<file path="src/rtl/seq_pkg.sv">
// Shared definitions for the 1011 serial pattern detector.
package seq_pkg;

   localparam int unsigned STATE_W = 3;
   localparam logic [3:0]  PATTERN = 4'b1011;

   typedef enum logic [STATE_W-1:0] {
      S_IDLE = 3'd0,
      S_1    = 3'd1,
      S_10   = 3'd2,
      S_101  = 3'd3,
      S_1011 = 3'd4
   } state_t;

endpackage

</file>
<file path="src/rtl/sat_counter.sv">
// Saturating event counter with a sticky overflow flag and synchronous clear.
module sat_counter #(
   parameter int unsigned CNT_W = 8
) (
   input  logic             clk,
   input  logic             rst,
   input  logic             inc,
   input  logic             clr,
   output logic [CNT_W-1:0] cnt,
   output logic             ovf
);

   localparam logic [CNT_W-1:0] CNT_MAX = '1;

   // Clear takes priority over a coincident increment.
   always_ff @(posedge clk or posedge rst) begin
      if (rst) begin
         cnt <= '0;
         ovf <= 1'b0;
      end else if (clr) begin
         cnt <= '0;
         ovf <= 1'b0;
      end else if (inc) begin
         if (cnt == CNT_MAX) begin
            ovf <= 1'b1;
         end else begin
            cnt <= cnt + CNT_W'(1);
         end
      end
   end

endmodule

</file>
<file path="src/rtl/seq_detect_1011.sv">
// Moore detector for the serial pattern 1-0-1-1 with hit counting and bit history.
module seq_detect_1011
   import seq_pkg::*;
#(
   parameter int unsigned CNT_W = 8
) (
   input  logic               clk,
   input  logic               rst,
   input  logic               din,
   input  logic               din_valid,
   input  logic               overlap_en,
   input  logic               clr_cnt,
   output logic               detect,
   output logic [STATE_W-1:0] state_out,
   output logic [3:0]         hist,
   output logic [CNT_W-1:0]   hit_cnt,
   output logic               cnt_ovf
);

   state_t state;
   state_t state_nxt;
   logic   hit_c;

   // Next state; only accepted bits advance, unused encodings fall back to idle.
   always_comb begin
      state_nxt = state;
      hit_c     = 1'b0;
      case (state)
         S_IDLE: if (din_valid) state_nxt = din ? S_1 : S_IDLE;
         S_1:    if (din_valid) state_nxt = din ? S_1 : S_10;
         S_10:   if (din_valid) state_nxt = din ? S_101 : S_IDLE;
         S_101: begin
            if (din_valid) begin
               state_nxt = din ? S_1011 : S_10;
               hit_c     = din;
            end
         end
         S_1011: begin
            if (din_valid) begin
               if (din) state_nxt = S_1;
               else     state_nxt = overlap_en ? S_10 : S_IDLE;
            end
         end
         default: state_nxt = S_IDLE;
      endcase
   end

   always_ff @(posedge clk or posedge rst) begin
      if (rst) begin
         state  <= S_IDLE;
         detect <= 1'b0;
         hist   <= 4'b0000;
      end else begin
         state  <= state_nxt;
         detect <= hit_c;
         if (din_valid) begin
            hist <= {hist[2:0], din};
         end
      end
   end

   assign state_out = state;

   sat_counter #(
      .CNT_W (CNT_W)
   ) u_hit_cnt (
      .clk (clk),
      .rst (rst),
      .inc (hit_c),
      .clr (clr_cnt),
      .cnt (hit_cnt),
      .ovf (cnt_ovf)
   );

endmodule

</file>
<file path="config.mk">
export PLATFORM = sky130hd
export DESIGN_NAME = seq_detect_1011
export DESIGN_NICKNAME = d
export VERILOG_FILES = /design/src/rtl/seq_pkg.sv /design/src/rtl/sat_counter.sv /design/src/rtl/seq_detect_1011.sv
export SDC_FILE = /design/constraint.sdc
export NUM_CORES = 1
export LEC_CHECK = 0
export BUFFER_PORTS_ARGS = -buffer_cell sky130_fd_sc_hd__clkbuf_2
export CAP_MARGIN = 20
export CELL_PAD_IN_SITES_DETAIL_PLACEMENT = 1
export CELL_PAD_IN_SITES_GLOBAL_PLACEMENT = 1
export CORE_MARGIN = 3
export CORE_UTILIZATION = 40
export DETAILED_ROUTE_END_ITERATION = 16
export PLACE_DENSITY_LB_ADDON = 0.1
export RECOVER_POWER = 25
export REMOVE_ABC_BUFFERS = 1
export SYNTH_ARGS = -nofsm -noshare
export SYNTH_HDL_FRONTEND = slang
export SYNTH_SLANG_ARGS = --single-unit
</file>
<file path="constraint.sdc">
create_clock -name clk -period 1.9 [get_ports clk]
set_input_delay 0 -clock clk [delete_from_list [all_inputs] [get_ports clk]]
set_output_delay 0 -clock clk [all_outputs]
set_load 0.03 [all_outputs]
</file>
==> impl_metrics.toml <==
[job]
drv_cap = 0

[finish]
mostFrequentLayoutCells = "clkbuf_2, dfrtp_1, nor2_1, mux2_2"
seq_area_um2 = 425
multi_input_area_um2 = 484
layout_commonest_cell = "clkbuf_2"
drive_gt1_share_pct = 37.3
insertedDiodeCount = 0
design_area_um2 = 1130
fill_cells = 244
syn_to_final_growth_pct = 20.0
fin_nets = 118

[timing]
hold_viol_final = 0
clock_skew_ps = 5.77
fmax_ghz = 0.588
worst_pin_slew_ps = 670
maxSlewViolCount = 0
rsz0062_at_grt = "false"
slew_headroom_pct = 55.3
period_needed_ps = 1700
setup_viol = 0
post-route-period-util_pct = 89.5
setup_tns_ps = 0

[global_routing]
grt_max_degree = 18
grt_pass1_vias = 776
antenna_found_initial = 0
grt_use_met3_pct = 3.27
grt_overflow = 0
use_met1_pct = 25.5
gr-max-usage-layer = "met2"
grt_pass1_wl_mm = 3.82
grtUsageTotal_pct = 18.6
use_met2_pct = 28.1

[routing]
first_pass_iters = 2
wirelength_mm = 2.28
vias_per_cell = 5.58
wire_per_inst_um = 16.6
post-route-drc-count = 0
drt_iter0_markers = 5
vias = 764
ant_nets = 0

[setup_path]
crit_fanout = 6
critPathKind = "reg -> reg"
crit_required_ps = 2090
worst_setup_path_start_kind = "flip-flop"
cp-end-kind = "flip-flop"
arrival_ps = 1900
rr_worst_depth = 4

[clock_network]
cts_tree = "done"
cts_num_sinks = 17
cts_max_path_buffers = 2
cts-root-buf = "clkbuf_4"
path_clk_slew_ps = 100
postCtsSetupRepairBufs = 0
htree_levels = 1
cts_made_buffers = 3
cts_resized = 0
clk_latency_ps = 300

[synth]
synth_ff_type = "dfrtp_1"
synth_area_um2 = 946
synth.distinct_cells = 37
ys_ff_latch = 17
synth-seq-area-share_pct = 45.0
synthCells = 84
ys_async_sr_fraction_pct = 100
yosysWarnings = 0
avgSynthCellArea_um2 = 11.3
synth_edf_count = 0

[min_path]
hold_class = "in -> reg"
hold_depth = 2

[floorplanning]
initial_core_util_pct = 45.0
io_pins = 23
dieWidth_um = 54.6
die_height_um = 54.6
rows = 16
dieArea_um2 = 2980
core_um2 = 2100

[pwr]
p_leak_nw = 0.541
peakVddDrop_mv = 0.583
p_per_area_nw_per_um2 = 888

[status]
status = "finished clean"

[placement]
place_congestion = 0.829
place_hpwl_mm = 1.62
place_area_um2 = 1090
io_buffer_count = 22
through the flow:
stage,worst slack [ps],util (%),std cells,hold WS [ps],power [mW]
floorplan,81.9,-,80,-73.9,0.684
global placement,262,51.7,131,107,0.799
detailed placement,229,51.7,131,123,0.810
finish,199,54.0,137,52.1,1.01
global route,106,54.0,137,74.1,1.07
CTS,205,54.0,137,61.0,1.02
power by group:
part / internal (mW) / switching [mW] / total (mW)
combinational: 0.121 / 0.222 / 0.343
clock: 0.0786 / 0.127 / 0.206
sequential: 0.405 / 0.0544 / 0.459
total: 0.604 / 0.403 / 1.01
per-layer routing:
layer / wire length [um] / up-vias / share of wire, %
met5: 0 / - / 0
met4: 39 / 0 / 1.7
met3: 73 / 4 / 3.2
met2: 1040 / 14 / 46
met1: 1120 / 369 / 49
li1: - / 377 / -
cells by family after synthesis:
group                      Yosys count  share of synthesized area, %
buffers and inverters                9                          3.84
and+or+nand+nor                     30                          23.1
muxes                                8                          9.39
DFF                                 17                          45.0
adders and majority gates            1                          1.32
AOI/OAI and AO/OA                   19                          17.3
synth_stat cells (2+ instances only):
cell type | number | share of area, %
and3b_1 | 2 | 1.9
nand2b_1 | 2 | 1.3
a31oi_1 | 2 | 1.3
a41oi_1 | 2 | 1.9
a211oi_1 | 3 | 2.4
nor2b_1 | 5 | 3.3
a21oi_1 | 2 | 1.1
nand2_1 | 2 | 0.79
and4_1 | 2 | 1.9
clkbuf_1 | 2 | 0.79
nor2_1 | 6 | 2.4
inv_1 | 5 | 2.0
buf_2 | 2 | 1.1
o21ai_0 | 2 | 1.1
mux2_2 | 6 | 7.1
dfrtp_1 | 17 | 45
nand4_1 | 2 | 1.3
final timing paths:
| kind | from | to | slack, ps |
|---|---|---|---|
| max | u_hit_cnt.cnt[0]$_DFFE_PP0P_ | u_hit_cnt.cnt[0]$_DFFE_PP0P_ | 200 |
| min | clr_cnt | u_hit_cnt.cnt[3]$_DFFE_PP0P_ | 50 |
| max reg2reg | u_hit_cnt.cnt[0]$_DFFE_PP0P_ | u_hit_cnt.cnt[0]$_DFFE_PP0P_ | 200 |
| min reg2reg | hist[0]$_DFFE_PP0P_ | hist[0]$_DFFE_PP0P_ | 540 |
| max in group asynchronous | rst | u_hit_cnt.cnt[7]$_DFFE_PP0P_ | 1150 |
| min in group asynchronous | rst | u_hit_cnt.ovf$_DFFE_PP0P_ | 310 |
state kept, by name, summed over array words and instances (netlist names):
register       count
u_hit_cnt.cnt      8
detect             1
state_out          3
hist               4
u_hit_cnt.ovf      1
what timing repair did:
| item | in CTS | in global routing |
|---|---|---|
| endpoints found under the setup margin | 0 | 0 |
| hold endpoints to repair | 18 | 0 |
| hold buffers | 2 | 0 |
worst max-delay path, stage by stage, from the launching register on:
cell and delay (ps):
dfrtp_1 430, ha_1 230, and3_1 260, a211oi_2 320, mux2_2 360
area by class of cell:
| cell class | instances | area share, % |
|---|---|---|
| Clock buffer | 3 | 1.98 |
| Tap cell | 27 | 2.98 |
| Timing Repair Buffer | 26 | 12.8 |
| Sequential cell | 17 | 37.5 |
| Inverter | 5 | 1.65 |
| Multi-Input combinational cell | 58 | 42.7 |
| Clock inverter | 1 | 0.441 |
Note: power is estimated with default switching activity, not from simulation.
